### config.mk
export PLATFORM = sky130hd
export DESIGN_NAME = simon_sequencer
export DESIGN_NICKNAME = d
export VERILOG_FILES = /design/src/rtl/simon_sequencer.sv
export SDC_FILE = /design/constraint.sdc
export NUM_CORES = 1
export LEC_CHECK = 0
export CAP_MARGIN = 15
export CORE_UTILIZATION = 30
export CTS_CLUSTER_DIAMETER = 150
export DETAILED_ROUTE_END_ITERATION = 8
export SYNTH_ARGS = -nofsm -noshare
export SYNTH_HDL_FRONTEND = slang
export SYNTH_SLANG_ARGS = --single-unit
### constraint.sdc
create_clock -name clk -period 3.65 [get_ports clk]
set_clock_uncertainty 0.15 [all_clocks]
set_input_delay 0.365 -clock clk [delete_from_list [all_inputs] [get_ports clk]]
set_output_delay 0.365 -clock clk [all_outputs]
set_load 0.01 [all_outputs]
### src/rtl/simon_sequencer.sv
// Simon memory game sequencer: generates, shows and checks a growing pattern.
// Optional LISTEN timeout is enabled with `define SIMON_TIMEOUT_EN.
module simon_sequencer #(
  parameter int MAX_LEN        = 16,
  parameter int ON_CYCLES      = 4,
  parameter int OFF_CYCLES     = 2,
  parameter int TIMEOUT_CYCLES = 64
) (
  input  logic       clk,
  input  logic       reset,
  input  logic       start,
  input  logic [1:0] player_num,
  input  logic       player_pressed,
  output logic       simon_turn,
  output logic [1:0] simon_num,
  output logic       simon_pressed,
  output logic [4:0] round,
  output logic       game_over,
  output logic       win
);

  localparam int AW   = $clog2(MAX_LEN);
  localparam int TMAX = (ON_CYCLES > OFF_CYCLES) ? ON_CYCLES : OFF_CYCLES;
  localparam int TW   = $clog2(TMAX + 1);

  typedef enum logic [2:0] {
    IDLE, GEN, SHOW_ON, SHOW_OFF, LISTEN, OVER, WIN
  } state_t;

  state_t        state;
  logic [7:0]    lfsr;
  logic [1:0]    mem [MAX_LEN];
  logic [4:0]    idx;
  logic [TW-1:0] timer;
  logic          lfsrFb;
  logic          timedOut;

  // x^8+x^6+x^5+x^4+1, maximal length so a nonzero seed never hits zero
  assign lfsrFb = lfsr[7] ^ lfsr[5] ^ lfsr[4] ^ lfsr[3];

`ifdef SIMON_TIMEOUT_EN
  localparam int CW = $clog2(TIMEOUT_CYCLES + 1);
  logic [CW-1:0] toCnt;

  always_ff @(posedge clk) begin
    if (reset || state != LISTEN || player_pressed)
      toCnt <= '0;
    else
      toCnt <= toCnt + 1'b1;
  end

  assign timedOut = (toCnt == CW'(TIMEOUT_CYCLES - 1));
`else
  assign timedOut = 1'b0;
`endif

  always_ff @(posedge clk) begin
    if (reset) begin
      state         <= IDLE;
      lfsr          <= 8'hA5;
      idx           <= '0;
      timer         <= '0;
      simon_turn    <= 1'b0;
      simon_num     <= 2'd0;
      simon_pressed <= 1'b0;
      round         <= 5'd0;
      game_over     <= 1'b0;
      win           <= 1'b0;
    end else begin
      lfsr <= {lfsr[6:0], lfsrFb};
      unique case (state)
        IDLE, OVER, WIN: begin
          if (start) begin
            state      <= GEN;
            round      <= 5'd1;
            simon_turn <= 1'b1;
            game_over  <= 1'b0;
            win        <= 1'b0;
          end
        end
        GEN: begin
          mem[AW'(round - 5'd1)] <= lfsr[1:0];
          idx           <= '0;
          timer         <= '0;
          state         <= SHOW_ON;
          simon_pressed <= 1'b1;
          // element 0 is the one being written when the round is 1
          simon_num     <= (round == 5'd1) ? lfsr[1:0] : mem[0];
        end
        SHOW_ON: begin
          if (timer == TW'(ON_CYCLES - 1)) begin
            timer         <= '0;
            state         <= SHOW_OFF;
            simon_pressed <= 1'b0;
            simon_num     <= 2'd0;
          end else begin
            timer <= timer + 1'b1;
          end
        end
        SHOW_OFF: begin
          if (timer == TW'(OFF_CYCLES - 1)) begin
            timer <= '0;
            if (idx == round - 5'd1) begin
              idx        <= '0;
              state      <= LISTEN;
              simon_turn <= 1'b0;
            end else begin
              idx           <= idx + 5'd1;
              state         <= SHOW_ON;
              simon_pressed <= 1'b1;
              simon_num     <= mem[AW'(idx + 5'd1)];
            end
          end else begin
            timer <= timer + 1'b1;
          end
        end
        LISTEN: begin
          if (player_pressed) begin
            if (player_num != mem[AW'(idx)]) begin
              state     <= OVER;
              game_over <= 1'b1;
            end else if (idx != round - 5'd1) begin
              idx <= idx + 5'd1;
            end else if (round == 5'(MAX_LEN)) begin
              state <= WIN;
              win   <= 1'b1;
            end else begin
              round      <= round + 5'd1;
              state      <= GEN;
              simon_turn <= 1'b1;
            end
          end else if (timedOut) begin
            state     <= OVER;
            game_over <= 1'b1;
          end
        end
        default: state <= IDLE;
      endcase
    end
  end

endmodule

Yosys cells after proc, flatten, opt, wreduce, memory -nomap -nowiden
Memories as Yosys holds them, arrays and structs flattened. A register that Yosys moved wholly into a read port is not among the register bits.
Cells that the tools add are included.
{"block": "totals", "memories": 1, "wordCells": 112, "out_inout_bits": 11, "input_bits": 6, "reg_bits": 30, "ramBits": 32}
{"block": "op_classes", "bitwise_logic": 3, "n_addsub": 4, "n_eq_ne": 26, "n_reduce_logical": 13, "muxes": 55}
{"name": "mem", "depth": 16, "width": 2, "read_ports": 3, "rd_ports_with_merged_regs": 1, "wr": 1, "line_no": "32", "source": "logic [1:0] mem [MAX_LEN];"}
{"operator": "5-bit 2-to-1 mux", "count": 10}
{"operator": "3-bit 2-to-1 mux", "count": 10}
{"operator": "2-bit inequality test, second input constant", "count": 12}
{"operator": "1-bit 2-to-1 mux", "count": 20}
{"operator": "3-bit one-hot mux with 5 select lines", "count": 1}
{"operator": "5-bit one-hot mux with 3 select lines", "count": 1}
{"operator": "6-bit AND reduction", "count": 2}
{"operator": "5-bit by 1-bit adder with 5-bit output, second input constant", "count": 2}
{"operator": "5-bit one-hot mux with 2 select lines", "count": 1}
{"operator": "5-bit AND reduction", "count": 2}
{"operator": "3-bit by 2-bit == test with 1-bit output, second input constant", "count": 3}
{"operator": "3-bit == test, second input constant", "count": 3}
{"operator": "3-bit one-hot mux with 3 select lines", "count": 1}
{"operator": "3-bit nonzero test", "count": 3}
{"operator": "2-bit 2-to-1 mux", "count": 4}
{"operator": "4-bit 2-to-1 mux", "count": 2}
{"operator": "4-bit AND reduction", "count": 2}
{"operator": "8-bit AND reduction", "count": 1}
{"operator": "3-bit by 1-bit == test with 1-bit output, second input constant", "count": 2}
{"operator": "1-bit one-hot mux with 3 select lines", "count": 2}
{"operator": "2-bit one-hot mux with 3 select lines", "count": 1}
{"operator": "5-bit by 1-bit == test with 1-bit output, second input constant", "count": 1}
{"operator": "5-bit == test", "count": 1}
{"operator": "5-bit == test, second input constant", "count": 1}
{"operator": "10 further kinds", "count": 13}

Logic depth before layout (Yosys ltp)
Gate-level depths: netlist (run 1).
{"block": "depth", "depth_word": 8, "depth_mapped": 9, "mapped_depth_nobuf": 8}

Worst setup path after synthesis (run 1)
No wires, ideal clock.
{"block": "synth_timing", "kind": "register -> register", "startpoint": "reg (tool-made name)", "endpoint": "reg (tool-made name)", "required_ns": 3.399, "period_less_slack_ns": 2.659, "n_path_buf": 2, "path_slack_ns": 0.991, "arrival_ns": 2.408, "setup_ns": 0.101, "stages_incl_launch_ff": 9, "path_cell_list": "dfxtp_1 > buf_6 > mux4_1 > mux4_2 > xor2_1 > a21o_1 > o21a_1 > buf_6 > o41ai_1"}

==> results of run 1 <==
[kinds of logic after synthesis]
| group | Yosys count | share of synthesized area (%) |
|---|---|---|
| AOI/OAI and AO/OA | 70 | 13.7 |
| buffers and inverters | 32 | 3.70 |
| adders and majority gates | 12 | 4.07 |
| muxes | 30 | 14.7 |
| DFF | 66 | 44.5 |
| and+or+nand+nor | 111 | 14.7 |
| xor gates and xnor gates | 16 | 4.55 |
[metal layers]
metal | wire length, microns | global-route usage, %
met4 | 137 | 6.22
met2 | 4170 | 22.8
met5 | 0 | 0
met3 | 396 | 3.64
met1 | 4130 | 20.4
[state kept, by name, summed over array words and instances (netlist names), named ones only]
register / flops
win: 1
round: 5
timer: 3
simon_num: 2
state: 3
simon_turn: 1
lfsr: 8
game_over: 1
idx: 5
simon_pressed: 1
mem: 32
[worst paths after layout]
path         startpoint  endpoint  cells after the start
max reg2reg    register  register                      6
min reg2reg     lfsr[6]   lfsr[7]                      1
max            register  register                      6
min             lfsr[6]   lfsr[7]                      1
[Yosys cell counts (all sizes together) (2+ instances only)]
library cell | n | area share [%]
nor2b | 11 | 1.9
o21ai | 4 | 0.54
o32ai | 5 | 1.2
nand2 | 26 | 2.6
ha | 12 | 4.1
nand4 | 2 | 0.34
nor4 | 2 | 0.34
nor3 | 10 | 1.4
a211o | 2 | 0.48
clkbuf | 15 | 1.5
or3 | 4 | 0.68
o31a | 2 | 0.48
mux2i | 10 | 2.7
xor2 | 8 | 1.9
a21boi | 2 | 0.41
xnor3 | 2 | 1.2
nor3b | 3 | 0.61
o41ai | 2 | 0.48
dfxtp | 34 | 18
nand3 | 8 | 1.1
inv | 11 | 1.1
a211oi | 7 | 1.4
or4 | 3 | 0.61
nand2b | 3 | 0.51
mux4 | 19 | 12
xnor2 | 6 | 1.4
a21oi | 17 | 2.3
buf | 6 | 1.1
and2 | 3 | 0.51
or2 | 4 | 0.68
nor2 | 30 | 3.1
edfxtp | 32 | 26
o2111ai | 4 | 0.95
a31oi | 4 | 0.68
a31o | 2 | 0.48
o211ai | 7 | 1.4
[critical path: stages, from the launching register on]
cell and delay [ns]:
dfxtp_1 0.63, mux4_1 0.61, mux4_2 0.48, xor2_1 0.16
a21o_1 0.27, o21a_1 0.36, o41ai_1 0.39
[power by group]
group          switching (uW)  leakage [uW]  internal [uW]
Sequential                101      0.000565            848
Clock                     301      0.000140            546
Combinational             351      0.000705            270
Total                     752       0.00141           1660
[area by class of cell]
cell class	instances	area (sq um)	share of cell area (%)
multi-input combinational	239	1910	44.7
tap	147	184	4.30
timing repair buffer	22	205	4.80
clock buffer	13	250	5.86
inverter	11	41.3	0.966
sequential	66	1640	38.4
clock inverter	3	42.5	0.996
[through the flow]
stage               setup slack [ns]  area (sq um)  hold slack (ns)
finish                         0.489          4270            0.261
global route                   0.252          4270            0.293
CTS                            0.471          4270            0.262
detailed placement             0.460          3980            0.246
global placement               0.551          3980            0.249
floorplan                      0.991          3690            0.239
==> impl_results.md, run 1 <==
- Status: finished clean
- Initial Util: 30.7%
- Via count of the first global-routing pass: 2,725
- Worst endpoint data arrival time: 3.24 ns
- Count of H-tree levels built during CTS: 3
- Slew @ Worst Pin: 0.674 ns
- Yosys cell types: 54
- TritonCTS sink count: 66
- Number of placed cells counting well taps: 485
- Total number of yosys warnings: 0
- Asr flop ratio synth: 0%
- Max cap viols: 0
- Sort of element at the end of the critical path: register
- Fill cell instance count of the final layout: 1,218
- Unrepaired setup endpoints after global routing: no
- Clock tree from TritonCTS: done
- Hold-fix buffer count after cts: 0
- Buffer type at the clock tree root: clkbuf_16
- Max-slew headroom at the worst pin: 54.8%
- Drt initial violations: 269
- Setup slack of the most critical reg-to-reg path: 0.49 ns
- Hold Fails Final Rpt: 0
- Standard cell core area: 0.0120 sq mm
- I/O pins: 17
- Antenna Nets Post-Route: 0
- Primary flip-flop cell chosen by synthesis mapping: dfxtp_1
- Final setup fails: 0
- Number of I/O port buffers: 16
- Number of diodes added for antenna fixing: 0
- Sum Neg Setup Slack: 0 ns
- Sequential share of the synthesized area: 44.5%
- Slew Viols, Final: 0
- Final standard cell count with taps included and fillers excluded: 501
- Clock latency at the later pin of the worst-skew pair: 0.33 ns
- Number of buffers on the longest clock path: 2
- Highest attainable clock frequency: 316 MHz
- Power per standard cell area: 566 mW/mm^2
- Buffer count from post-CTS setup fixing: 0
- Netlist Area Pre-Place: 0.00369 sq mm
- EDFF count, synth: 32
- Layout net count: 367
- Most frequent standard cell in the layout excluding fill and tap cells: dfxtp_1
- Number of instances resized during post-cts repair: 0
- Clock-pin slew of the registers on the worst-case setup and hold paths: 0.05 ns
- Drt first pass iters: 4
- Routed length per instance: 17.6 microns
- Row Count: 40
- Utilization after layout: 35.6%
- Mean instance size in the synthesized netlist: 10.9 sq um
- Data required time at the worst endpoint: 3.73 ns
- Largest net degree at the start of global routing: 29
- Initial antenna violation count: 0
- Hold Crit Class: reg -> reg
- Die width: 113 microns
- Share of final-layout standard cells stronger than drive strength 1: 12.4%
- Number of clock buffers inserted by TritonCTS: 9
- Path type of the worst setup path: reg -> reg
- Sum of net half-perimeters after detailed placement: 6330 microns
- Final cycle utilization of the critical path: 86.6%
- Startpoint class of the critical path: register
- Clock period minus final worst setup slack: 3.16 ns
- Highest ir drop seen on vdd: 297 uV
- GRT Residual Overflow: 0
- Total power: 2420 uW
- Floorplan die height: 113 microns
- Total routed wirelength: 8830 microns
- Synthesis-stage register bit count: 66
- Drt drc: 0
- Wire length of the first global-routing pass: 14,600 microns
- Leading cell types in the layout, fill and taps excluded: dfxtp_1 (34), edfxtp_1 (32), nor2_1 (30)
- Layout Area Growth over Synthesis: 15.9%
- Syn Inst Count: 337
- Syn Nets: 355
- LEAKAGE: 0.00141 uW
- Last weighted congestion value of the routability-driven placer: 0.825
- Die footprint: 0.0127 sq mm
- Via/cell ratio: 5.42
- Crit-path max FO: 9
- Total global-route track usage: 15.0%
- Routed vias: 2,715
No activity file was read; power rests on OpenSTA's default activity.
==> inputs of run 2 (changes only) <==
SKIP_CTS_REPAIR_TIMING = 1   (was default)
==> results of run 2 <==
Final layout, timing and power as in run 1 (identical DEF).
==> inputs of run 3 (changes only) <==
GPL_ROUTABILITY_DRIVEN = 1   (was default)
==> results of run 3 <==
Final layout, timing and power as in run 1 (identical DEF).
